===== config.mk =====
export PLATFORM = sky130hd
export DESIGN_NAME = ifetch_queue
export DESIGN_NICKNAME = d
export VERILOG_FILES = /design/src/rtl/ifetch_queue.sv
export SDC_FILE = /design/constraint.sdc
export NUM_CORES = 1
export LEC_CHECK = 0
export CAP_MARGIN = 5
export CORE_ASPECT_RATIO = 0.75
export CORE_MARGIN = 3
export CORE_UTILIZATION = 50
export DETAILED_ROUTE_END_ITERATION = 12
export PLACE_DENSITY_LB_ADDON = 0.3
export SLEW_MARGIN = 20
export SYNTH_ARGS = -nofsm -noshare
export SYNTH_HDL_FRONTEND = slang
export SYNTH_SLANG_ARGS = --single-unit

===== constraint.sdc =====
create_clock -name clk -period 8.62 [get_ports clk]
set_input_delay 2.586 -clock clk [delete_from_list [all_inputs] [get_ports clk]]
set_output_delay 2.586 -clock clk [all_outputs]
set_load 0.005 [all_outputs]

===== src/rtl/ifetch_queue.sv =====
// Instruction fetch queue: issues sequential fetches, buffers in-order responses
// and flushes on redirect. Define IFQ_BYPASS_EN to forward responses to an empty queue.
module ifetch_queue #(
    parameter int PC_W  = 9,
    parameter int INS_W = 32,
    parameter int DEPTH = 4
) (
    input  logic             clk,
    input  logic             reset,
    output logic             imem_req,
    output logic [PC_W-1:0]  imem_addr,
    input  logic             imem_valid,
    input  logic [INS_W-1:0] imem_rdata,
    input  logic             redirect,
    input  logic [PC_W-1:0]  redirect_pc,
    input  logic             stall,
    output logic             out_valid,
    output logic [PC_W-1:0]  out_pc,
    output logic [INS_W-1:0] out_instr
);
    localparam int AW = (DEPTH > 1) ? $clog2(DEPTH) : 1;
    localparam int CW = $clog2(DEPTH + 1);

    // Handshake: the memory accepts every cycle imem_req is high and returns exactly
    // one imem_valid per request, in order; decode takes the head whenever out_valid
    // is high and stall is low.

    logic [PC_W-1:0]  fetch_pc, resp_pc;
    logic [CW-1:0]    count, outstanding, drop;
    logic [AW-1:0]    head, tail;
    logic [PC_W-1:0]  pc_mem  [DEPTH];
    logic [INS_W-1:0] ins_mem [DEPTH];

    logic [CW:0] occupancy;
    logic        resp_ok, accept, q_valid, pop, write;

    assign occupancy = {1'b0, count} + {1'b0, outstanding};
    assign imem_req  = !reset && !redirect && (occupancy < (CW+1)'(DEPTH));
    assign imem_addr = fetch_pc;

    // A strobe with nothing outstanding cannot belong to us (e.g. straddling reset).
    assign resp_ok = imem_valid && (outstanding != '0) && !reset;
    assign accept  = resp_ok && (drop == '0) && !redirect;
    assign q_valid = (count != '0);
    assign pop     = q_valid && !stall && !redirect;

`ifdef IFQ_BYPASS_EN
    logic bypass;
    assign bypass    = accept && !q_valid;
    assign write     = accept && !(bypass && !stall);
    assign out_valid = !reset && (q_valid || bypass);
    assign out_pc    = q_valid ? pc_mem[head]  : resp_pc;
    assign out_instr = q_valid ? ins_mem[head] : imem_rdata;
`else
    assign write     = accept;
    assign out_valid = !reset && q_valid;
    assign out_pc    = pc_mem[head];
    assign out_instr = ins_mem[head];
`endif

    always_ff @(posedge clk) begin
        if (write) begin
            pc_mem[tail]  <= resp_pc;
            ins_mem[tail] <= imem_rdata;
        end
    end

    always_ff @(posedge clk) begin
        if (reset) begin
            fetch_pc    <= '0;
            resp_pc     <= '0;
            count       <= '0;
            outstanding <= '0;
            drop        <= '0;
            head        <= '0;
            tail        <= '0;
        end else begin
            outstanding <= outstanding + CW'(imem_req) - CW'(resp_ok);
            if (redirect) begin
                fetch_pc <= redirect_pc;
                resp_pc  <= redirect_pc;
                count    <= '0;
                head     <= '0;
                tail     <= '0;
                // A response arriving in the redirect cycle is already discarded here.
                drop     <= outstanding - CW'(resp_ok);
            end else begin
                if (imem_req) fetch_pc <= fetch_pc + PC_W'(4);
                if (accept)   resp_pc  <= resp_pc + PC_W'(4);
                if (write)    tail     <= tail + AW'(1);
                if (pop)      head     <= head + AW'(1);
                count <= count + CW'(write) - CW'(pop);
                if (resp_ok && (drop != '0)) drop <= drop - CW'(1);
            end
        end
    end
endmodule


==> results of run 1 <==
## state kept, by name, summed over array words and instances, names as in the netlist, named ones only
signal / cells
ins_mem: 128
pc_mem: 36
imem_addr: 9
resp_pc: 9
count: 3
drop: 3
outstanding: 3
head: 2
tail: 2
## cells by family (layout without fill, tap and decap cells)
| logic type | Yosys count | count (layout) | share of synthesized area |
|---|---|---|---|
| flip-flops | 197 | 197 | 0.7296 |
| AND/OR/NAND/NOR | 65 | 65 | 0.04757 |
| multiplexers | 44 | 44 | 0.1246 |
| buffers and inverters | 35 | 149 | 0.01798 |
| AO/OA/AOI/OAI | 31 | 31 | 0.02599 |
| XOR/XNOR | 20 | 20 | 0.02288 |
| adder cells (fa/ha/maj) | 18 | 18 | 0.03138 |
## placed cells by master (no fill, tap or decap), types with 2 or more instances in the layout
cell / n
nor2b_1: 3
o21a_1: 2
buf_4: 2
fa_1: 2
edfxtp_1: 164
mux2i_1: 3
clkdlybuf4s50_1: 97
clkbuf_16: 17
nand3_1: 7
clkinvlp_2: 2
nand4_1: 3
mux4_2: 41
nor2_1: 15
nand2_1: 11
nor4b_1: 2
nor4_1: 2
and2_4: 3
or3_1: 2
clkinv_1: 2
clkinvlp_4: 2
xor2_1: 8
dfxtp_1: 31
ha_1: 16
xnor2_1: 12
and2_1: 2
inv_6: 2
a21oi_1: 14
a21boi_0: 10
bufinv_16: 4
inv_1: 18
nor3_1: 6
## per-stage QoR
stage	hold WS (ns)	instances	worst slack [ns]
after floorplan	0.4527	410	2.662
after global placement	0.4675	693	1.716
after detailed placement	0.4548	693	1.681
after CTS	0.4688	724	1.676
after global routing	0.5057	724	1.612
final	0.4660	724	1.688
## tightest hold or removal path: stages, from the launching register on
cell and delay (ns):
dfxtp_1 0.31, nand2_1 0.05, a21oi_1 0.06
## synthesized netlist by cell type, drive strengths merged
cell type | number | area share
o21a | 2 | 0.0020
or4 | 1 | 0.00098
mux2i | 3 | 0.0039
and3 | 1 | 0.00082
nand2 | 11 | 0.0054
o31a | 1 | 0.0011
and2 | 6 | 0.0049
nor2 | 15 | 0.0074
and4bb | 1 | 0.0016
ha | 16 | 0.026
o21ai | 1 | 0.00065
nor3b | 1 | 0.00098
dfxtp | 33 | 0.086
inv | 18 | 0.0088
nand2b | 1 | 0.00082
nor4 | 2 | 0.0016
mux4 | 41 | 0.12
or2 | 1 | 0.00082
clkinv | 1 | 0.00049
nand4 | 3 | 0.0025
xnor2 | 12 | 0.014
fa | 2 | 0.0052
a221o | 1 | 0.0013
a21oi | 14 | 0.0092
clkbuf | 5 | 0.0025
nand4bb | 1 | 0.0036
nand3 | 7 | 0.0046
a21o | 1 | 0.00098
xor2 | 8 | 0.0092
edfxtp | 164 | 0.64
buf | 11 | 0.0062
o21bai | 1 | 0.00098
nor3 | 7 | 0.0052
nor2b | 3 | 0.0025
or3 | 2 | 0.0016
nor4b | 2 | 0.0023
a21boi | 10 | 0.0098
## final cells by class
cell class,count,area [sq um],share of cell area
sequential,197,5590,0.5917
multi-input combinational,178,1941,0.2054
timing repair buffer,99,985.9,0.1044
clock buffer,18,429.2,0.04542
tap,200,250.2,0.02649
clock inverter,13,180.2,0.01907
inverter,19,71.32,0.007549
## report_power, final
part | leakage (nW) | internal, mW | switching [mW] | total (mW)
clock | 0.286 | 0.483 | 0.323 | 0.805
combinational | 1.04 | 0.0993 | 0.0898 | 0.189
sequential | 1.75 | 1.06 | 0.0218 | 1.08
## worst max path at each step
| stage | slack (ns) | startpoint | cells past startpoint | to |
|---|---|---|---|---|
| after floorplan | 2.66 | redirect | 4 | imem_req |
| after detailed placement | 1.68 | reset | 5 | imem_req |
| after global routing | 1.61 | reset | 5 | imem_req |
| final | 1.69 | reset | 5 | imem_req |
| after global placement | 1.72 | reset | 5 | imem_req |
| after CTS | 1.68 | reset | 5 | imem_req |
## routing by layer
layer | vias up | share of wire | track usage
li1 | 1804 | - | -
met1 | 1984 | 0.46 | 0.2478
met2 | 96 | 0.47 | 0.2585
met3 | 16 | 0.055 | 0.04524
met4 | 0 | 0.014 | 0.06402
met5 | - | 0 | 0
==> reports/metrics.cfg, run 1 <==
[critical_path]
reg2reg_depth = 14
endpoint_kind = output port
path_cells = clkdlybuf4s50_1, buf_4, or2_2, nor2_1, clkdlybuf4s50_1
rr_endpoint = count[2]
cp.required_ns = 6.03
start_kind = primary input
rr_startpoint = drop[0]
crit_family = buffers and inverters
slowest_delay_ns = 0.53
crit_top_cell = clkdlybuf4s50_1
cp_max_fo = 23
path_buf_inv = 3
rrSetupSlack_ns = 5.78
crit_type = primary input to output port
cp_slowest_cell = clkdlybuf4s50_1
worstPathArrival_ns = 4.35

[synth]
netlist_area_sq_um = 7655
synth_seq_cells = 197
yosysWarnings = 0
netlist_instances = 410
synth_area_per_cell_sq_um = 18.67
ys_types = 39
syn_nets = 474
seq_area_frac_synth = 0.7297

[routing]
avgViaCountPerCell = 5.387
drc = 0
first_pass_iters = 5
wl_per_cell_um = 19.19
wl_mm = 13.89
drt-initial-drc-count = 200
vias = 3900
ant_nets = 0

[sta]
skew_ns = 0.006860
period_needed_ns = 6.932
max_slew_margin = 0.2702
period_share = 0.8041
setup_viol = 0
rsz0062_at_grt = false
fin_setup_tns_ns = 0
finalHoldViolations = 0
max_freq_mhz = 144.3
tightest_slew_ns = 1.095
drv_slew = 0

[clock_tree]
clockBufferDepth = 2
h-tree-depth = 4
postCtsSetupRepairBufs = 0
cts_resized = 0
clockRootBuffer = clkbuf_16
tritoncts = yes
clock_latency_ns = 0.42
cts_inserted_buffers = 17
clkSinkCount = 197
cts_hold_buf = 0
path_clk_slew_ns = 0.07

[placement]
gp_congestion = 0.7782
place_area_sq_um = 8835
port_buffers = 97
place_hpwl_mm = 8.638

[cells_and_area]
drive_gt1_frac = 0.1565
area_growth_pct = 23.42
nNetsFinal = 576
stdcell_area_sq_um = 9448
diodes = 0
postLayoutCoreUtil = 0.6410
fillers = 1030

[worst_hold_path]
holdPathStages = 2
min-delay-start = imem_addr[1]
hold_path_class = register to register
min_to = imem_addr[1]

[global_route]
grt.overflow.total = 0
grt_pass1_wl_mm = 21.59
grt_usage = 0.1725
grt_max_degree = 42
grt_pass1_vias = 3974
antenna_found_initial = 0

[power]
power_density_nw_per_um2 = 219.9
leakage_nw = 3.076
ir_drop_mv = 0.1467
finalPower_mw = 2.077

[floorplan]
die_x_um = 148.9
rows = 38
start_util = 0.5194
die_area_sq_um = 16850
die_h_um = 113.2
pin_count = 98
coreArea_sq_um = 14740

[job]
max_cap_viol_count = 0

[status]
outcome = completed

No activity file was read; power rests on OpenSTA's default activity.
==> run 2: changes to the inputs <==
==> constraint.sdc (replaced) <==
create_clock -name clk -period 6.8 [get_ports clk]
set_input_delay 2.04 -clock clk [delete_from_list [all_inputs] [get_ports clk]]
set_output_delay 2.04 -clock clk [all_outputs]
set_load 0.005 [all_outputs]
==> reports/metrics.cfg, run 2 (synthesis results as in run 1) <==
[status]
outcome = completed

[critical_path]
path_buf_inv = 3  ; unchanged
reg2reg_depth = 14  ; unchanged
endpoint_kind = output port
worstPathArrival_ns = 3.78  ; -0.57 ns
rrSetupSlack_ns = 3.87  ; -1.91 ns
cp.depth = 5  ; unchanged
start_kind = primary input
cp.required_ns = 4.76  ; -1.27 ns
crit_type = primary input to output port
rr_endpoint = count[2]
crit_top_cell = clkdlybuf4s50_1
endpoint = imem_req
rr_startpoint = drop[0]
startpoint = reset
cp_max_fo = 23  ; unchanged
path_cells = clkdlybuf4s50_1, buf_4, or2_2, nor2_1, clkdlybuf4s50_1
cp_slowest_cell = clkdlybuf4s50_1
slowest_delay_ns = 0.53  ; about the same
crit_family = buffers and inverters

[floorplan]
die_h_um = 113.2  ; unchanged
die_x_um = 148.9  ; unchanged
start_util = 0.5194  ; unchanged
pin_count = 98  ; unchanged
die_area_sq_um = 16850  ; unchanged
coreArea_sq_um = 14740  ; unchanged
rows = 38  ; unchanged

[sta]
rsz0062_at_grt = false
max_freq_mhz = 171.8
tightest_slew_ns = 0.8443  ; -0.2505 ns
max_slew_margin = 0.4372  ; +0.1670
fin_setup_tns_ns = 0  ; unchanged
finalHoldViolations = 0  ; unchanged
setup_viol = 0  ; unchanged
drv_slew = 0  ; unchanged
skew_ns = 0.008063  ; +0.001203 ns
period_needed_ns = 5.821
period_share = 0.8560

[clock_tree]
cts_hold_buf = 0  ; unchanged
tritoncts = yes
clockBufferDepth = 2  ; unchanged
path_clk_slew_ns = 0.07  ; about the same
cts_inserted_buffers = 17  ; unchanged
clkSinkCount = 197  ; unchanged
clockRootBuffer = clkbuf_16
clock_latency_ns = 0.43  ; about the same
postCtsSetupRepairBufs = 0  ; unchanged
h-tree-depth = 4  ; unchanged
cts_resized = 0  ; unchanged

[cells_and_area]
fillers = 1026  ; -0.39%
reg.largest.list = ins_mem: 128 flops, pc_mem: 36 flops
area_growth_pct = 23.52  ; about the same
largest_reg_flops = 128  ; unchanged
diodes = 0  ; unchanged
drive_gt1_frac = 0.1543  ; -0.002203
layout_commonest_cell = edfxtp_1
largest_register = ins_mem
nNetsFinal = 576  ; unchanged
most-common-layout-cells = edfxtp_1 (164), clkdlybuf4s50_1 (97), mux4_2 (41)

[routing]
wl_mm = 13.92  ; +0.18%
ant_nets = 0  ; unchanged
drc = 0  ; unchanged
vias = 3907  ; +0.18%
wl_per_cell_um = 19.20  ; about the same
avgViaCountPerCell = 5.389  ; about the same
drt-initial-drc-count = 285  ; +43%
first_pass_iters = 4  ; -1

[job]
max_cap_viol_count = 0  ; unchanged

[power]
seqPwrFrac = 0.520  ; about the same
comb_power_share = 0.091  ; about the same
internal-power_mw = 2.081  ; +27%
net-switching-power_mw = 0.5583  ; +29%
clock_power_share = 0.390  ; +0.002
power_density_nw_per_um2 = 279.1  ; +27%
swShare = 0.2115  ; +0.002549
ir_drop_mv = 0.2161  ; +47%
finalPower_mw = 2.639  ; +27%
leakage_nw = 3.087  ; +0.37%

[global_route]
grt_usage = 0.1741  ; +0.001621
antenna_found_initial = 0  ; unchanged
grt_pass1_wl_mm = 21.83  ; +1.1%
grt.overflow.total = 0  ; unchanged
grt_pass1_vias = 4017  ; +1.1%
grt_max_degree = 42  ; unchanged

[worst_hold_path]
hold_path_class = register to register
min-delay-start = imem_addr[1]
holdPathStages = 2  ; unchanged

[placement]
gp_congestion = 0.8179  ; +5.1%
port_buffers = 97  ; unchanged
place_hpwl_mm = 8.600  ; -0.44%

run 2: metal layers:
| metal | GRT usage | up-vias | routed length [um] |
|---|---|---|---|
| met2 | 0.2642 | 116 | 6625 |
| met4 | 0.05915 | 0 | 199 |
| met5 | 0 | - | 0 |
| li1 | - | 1803 | - |
| met1 | 0.2425 | 1971 | 6172 |
| met3 | 0.05564 | 17 | 920 |
run 2: worst min-delay path: cells and delay by family (launching register included):
kind            cells  cell delay (ns)
compound gates      1             0.05
flops               1             0.31
simple gates        1             0.05
run 2: through the flow:
step,instances,hold WS (ns),utilization,setup WS (ns),instance area (sq um)
after floorplan,410,0.4527,-,1.934,7655
after global placement,693,0.4588,0.5994,0.9681,8835
after detailed placement,693,0.4529,0.5994,0.9714,8835
after CTS,725,0.4660,0.6410,0.9587,9448
after global routing,725,0.4884,0.6415,0.8654,9455
final,725,0.4626,0.6415,0.9789,9455
run 2: worst min path at each step:
stage | to | slack (ns)
2_1_floorplan | imem_addr[0] | 0.45
3_3_place_gp | imem_addr[0] | 0.46
3_5_place_dp | imem_addr[1] | 0.45
4_1_cts | imem_addr[1] | 0.47
5_1_grt | imem_addr[1] | 0.49
6_report | imem_addr[1] | 0.46
run 2: power groups by stage:
stage / sequential [mW] / combinational [mW] / clock [mW]
after detailed placement: 1.40 / 0.239 / 0
final: 1.37 / 0.239 / 1.03
after CTS: 1.37 / 0.242 / 1.04
after floorplan: 1.39 / 0.134 / 0
after global routing: 1.38 / 0.266 / 1.09
after global placement: 1.40 / 0.231 / 0
run 2: layout make-up:
| type | count | area [sq um] | area share |
|---|---|---|---|
| Timing Repair Buffer | 99 | 985.9 | 0.1043 |
| Clock inverter | 15 | 187.7 | 0.01985 |
| Inverter | 19 | 71.32 | 0.007543 |
| Tap cell | 200 | 250.2 | 0.02647 |
| Multi-Input combinational cell | 178 | 1942 | 0.2054 |
| Sequential cell | 197 | 5593 | 0.5915 |
| Clock buffer | 17 | 425.4 | 0.04499 |
==> run 3: changes to the inputs <==
--- a/config.mk
+++ b/config.mk
@@ -5,7 +5,6 @@
 export SDC_FILE = /design/constraint.sdc
 export NUM_CORES = 1
 export LEC_CHECK = 0
-export CAP_MARGIN = 5
 export CORE_ASPECT_RATIO = 0.75
 export CORE_MARGIN = 3
 export CORE_UTILIZATION = 50
==> results of run 3 <==
Final layout, timing and power as in run 2 (identical DEF).
==> variant 1, RTL diff (settings of run 2) <==
The parameter `PC_W` goes from 9 to 13.
--- a/src/rtl/ifetch_queue.sv
+++ b/src/rtl/ifetch_queue.sv
@@ -2,5 +2,5 @@
 // and flushes on redirect. Define IFQ_BYPASS_EN to forward responses to an empty queue.
 module ifetch_queue #(
-    parameter int PC_W  = 9,
+    parameter int PC_W  = 13,
     parameter int INS_W = 32,
     parameter int DEPTH = 4
Ports: changed (resized imem_addr, out_pc and redirect_pc); port bits go from 98 to 110. No check against the original RTL was run, so the function may have changed too.
==> variant 1 against run 2 <==
- die area up 13%
- global-route usage up 0.59 points
- worst setup slack worse by 0.33 ns
- sequential cell count up 24
- utilization down 0.75 points
- cell area up 14%
- synthesized area up 14%
- synthesized cell count up 19%
- critical endpoint unchanged
- highest routed layer unchanged
- wire length up 21%
- first-iteration DRC count up 18%
- worst hold slack better by 0.030 ns
- power up 11%
- register-to-register slack about the same
==> variant 1: results (changes against run 2) <==
status complete, no violations (unchanged); Tot GR Track Use 18.0% (was 17.4%); sequential cell area 6230 um2 (was 5590 um2); Worst R2R Setup Slack 3.88 ns (was 3.87 ns); r2r endpoint ins_mem[3][13] (was count[2]); non-clk buf share 10.7% (was 10.4%); fillcell total 1188 (was 1026); Multi-In Gates 229 (was 178); global routing usage on met2 27.7% (was 26.4%); grt met3 use 3.22% (was 5.56%); crit path DAT 4.11 ns (was 3.78 ns); adder-cell share of the synthesized area 2.90% (was 3.14%); first-pass GRT wire length 26.7 mm (was 21.8 mm); clk_lat worst skew 0.49 ns (was 0.43 ns); Crit path largest cell delay 0.59 ns (was 0.53 ns); clk cell area share 6.35% (was 6.48%); R2R depth 7 (was 14); routed wl met3 1.08 mm (was 920 um); fin cells 837 (was 725); Synth Instances 489 (was 410); internal power 0.00230 W (was 0.00208 W); leak pwr 3.51 nW (was 3.09 nW); Routed met1 length 7.68 mm (was 6.17 mm); DRT iter0 DRCs 335 (was 285); DPL Wire Length 10.6 mm (was 8.60 mm); Routed WL 16.8 mm (was 13.9 mm); met1 usage 27.7% (was 24.3%); worst-path maximum fanout 14 (was 23); vias in the first global route 4758 (was 4017); RePlAce Congestion 0.829 (was 0.818); share of cells above drive strength 1 15.3% (was 15.4%); synth unique cells 46 (was 39); Non-clk bufs 117 (was 99); Via density 5.71 (was 5.39)
[variant 1: metrics by stage]
stage / power [W] / hold WS [ns] / setup slack, ns / area (um2) / util [%]
2_1_floorplan: 0.00168 / 0.453 / 1.85 / 8720 / -
3_3_place_gp: 0.00179 / 0.477 / 0.755 / 10100 / 59.4
3_5_place_dp: 0.00180 / 0.481 / 0.705 / 10100 / 59.4
4_1_cts: 0.00295 / 0.490 / 0.695 / 10700 / 63.4
5_1_grt: 0.00304 / 0.521 / 0.515 / 10700 / 63.4
6_report: 0.00293 / 0.493 / 0.652 / 10700 / 63.4
[variant 1: power by group through the flow]
stage	combinational, W	clock, W	sequential (W)
floorplan	0.000129	0	0.00155
global placement	0.000231	0	0.00156
detailed placement	0.000236	0	0.00156
CTS	0.000238	0.00118	0.00154
global route	0.000264	0.00123	0.00154
finish	0.000236	0.00116	0.00154
[variant 1: worst max-delay path, delay by kind of cell]
family | cells | cell delay (ns)
simple gates | 2 | 0.52
buf+inv | 4 | 1.54
==> variant 2, RTL diff (flow settings as in run 2) <==
Made on the original files. Make the reset (`reset`) asynchronous in one clocked block.
--- a/src/rtl/ifetch_queue.sv
+++ b/src/rtl/ifetch_queue.sv
@@ -66,5 +66,5 @@
     end
 
-    always_ff @(posedge clk) begin
+    always_ff @(posedge clk or posedge reset) begin
         if (reset) begin
             fetch_pc    <= '0;
Function: differs if reset is asserted again (counterexample within 4 cycles, from zero or initial values and one cycle with reset high); with reset held inactive, the same outputs for 4 cycles.
==> variant 2 against run 2 <==
- sequential cell count shrank 2
- count of clock-buffer cells in the layout is 1 higher
- wire length shrank 1.5%
- cell area grew 0.45%
- worst setup slack worse by 0.14 ns
- synthesized area grew 1.2%
- final cell count down 2.9%
Power is not compared: it rests on default switching activity, and its combinational part moved more than twofold at a synthesized area within 25%.
==> variant 2: results (changes against run 2) <==
status complete, no violations (unchanged); RR Startpoint drop[0] (unchanged); Min-Delay Path Depth 2 (unchanged); via count 3794 (was 3907); Slew headroom 44.1% (was 43.7%); Min-Delay Endpoint imem_addr[1] (unchanged); hold slack 0.533 ns (was 0.463 ns); fin cells 704 (was 725); routed wl met3 696 um (was 920 um); pre-CTS setup slack 0.850 ns (was 0.971 ns); grt met3 use 3.89% (was 5.56%); number of buffers added on ports 97 (unchanged); ranking of synthesized cells by area edfxtp_1 64%, mux4_2 12%, dfrtp_1 10%, ha_1 2.6%, mux2_2 1.9% (was edfxtp_1 64%, mux4_2 12%, dfxtp_1 8.6%, ha_1 2.6%, xnor2_1 1.4%); worst-path maximum fanout 6 (was 23); global routing usage on met2 27.0% (was 26.4%); Worst R2R Setup Slack 4.06 ns (was 3.87 ns); R2R depth 13 (was 14); Tot GR Track Use 17.3% (was 17.4%); share of cells above drive strength 1 19.6% (was 15.4%); Mapped Avg Cell Area 20.1 um2 (was 18.7 um2); crit path DAT 3.92 ns (was 3.78 ns); Net Count, Synth 449 (was 474); Routed WL 13.7 mm (was 13.9 mm); vias in the first global route 3989 (was 4017); Routed met1 length 6.23 mm (was 6.17 mm); sequential area share after synthesis 73.6% (was 73.0%); clk_skew 0.00755 ns (was 0.00806 ns); Post-DP Area 8940 um2 (was 8830 um2); r2r endpoint count[2] (unchanged); RePlAce Congestion 0.823 (was 0.818); first-pass GRT wire length 21.7 mm (was 21.8 mm); nets 555 (was 576); met1 usage 24.4% (was 24.3%); DRT iter0 DRCs 200 (was 285); DPL Wire Length 8.37 mm (was 8.60 mm); Hold Startpoint imem_addr[1] (unchanged); Placed Cells 672 (was 693); initial antenna violation count 0 (unchanged); CTS clk-pin slew, worst paths 0.07 ns (about the same); Largest regs ins_mem: 128 flops, pc_mem: 36 flops (unchanged); commonest cells in the netlist 164 x edfxtp_1, 41 x mux4_2, 31 x dfrtp_1, 16 x ha_1, 16 x inv_1 (was 164 x edfxtp_1, 41 x mux4_2, 33 x dfxtp_1, 18 x inv_1, 16 x ha_1); synth unique cells 36 (was 39); met2 WL 6.64 mm (was 6.63 mm); final worst slack 0.838 ns (was 0.979 ns)
==> variant 2: changes by cell type after synthesis, moves of 3 or more <==
cell	delta
nor2_1	-6
buf_1	-5
nand2_1	-4
o21ai_0	+5
a21boi_0	-10
xnor2_1	+3
mux2_2	+13
a21oi_1	-10
dfrtp_1	+31
dfxtp_1	-33
==> variant 2: layout make-up <==
cell class | instances | area, um2
well taps | 200 | 250
flip-flops and latches | 195 | 5710
clock buffers | 18 | 429
clock inverters | 14 | 124
repair buffers | 100 | 993
inverters | 17 | 63.8
fillers | 1028 | 5290
multi-input cells | 160 | 1930
==> variant 2: worst max path at each step <==
stage	end	depth (start not counted)
finish	imem_req	5
CTS	imem_req	5
detailed placement	imem_req	5
global placement	imem_req	5
floorplan	imem_req	3
global route	imem_req	5
==> variant 2: cells by family after synthesis <==
kind of cell	share of synthesized area [%]
buf+inv	1.57
simple gates	4.36
compound gates	0.646
mux	14.3
xor+xnor	2.38
fa+ha+maj	3.10
flops	73.6
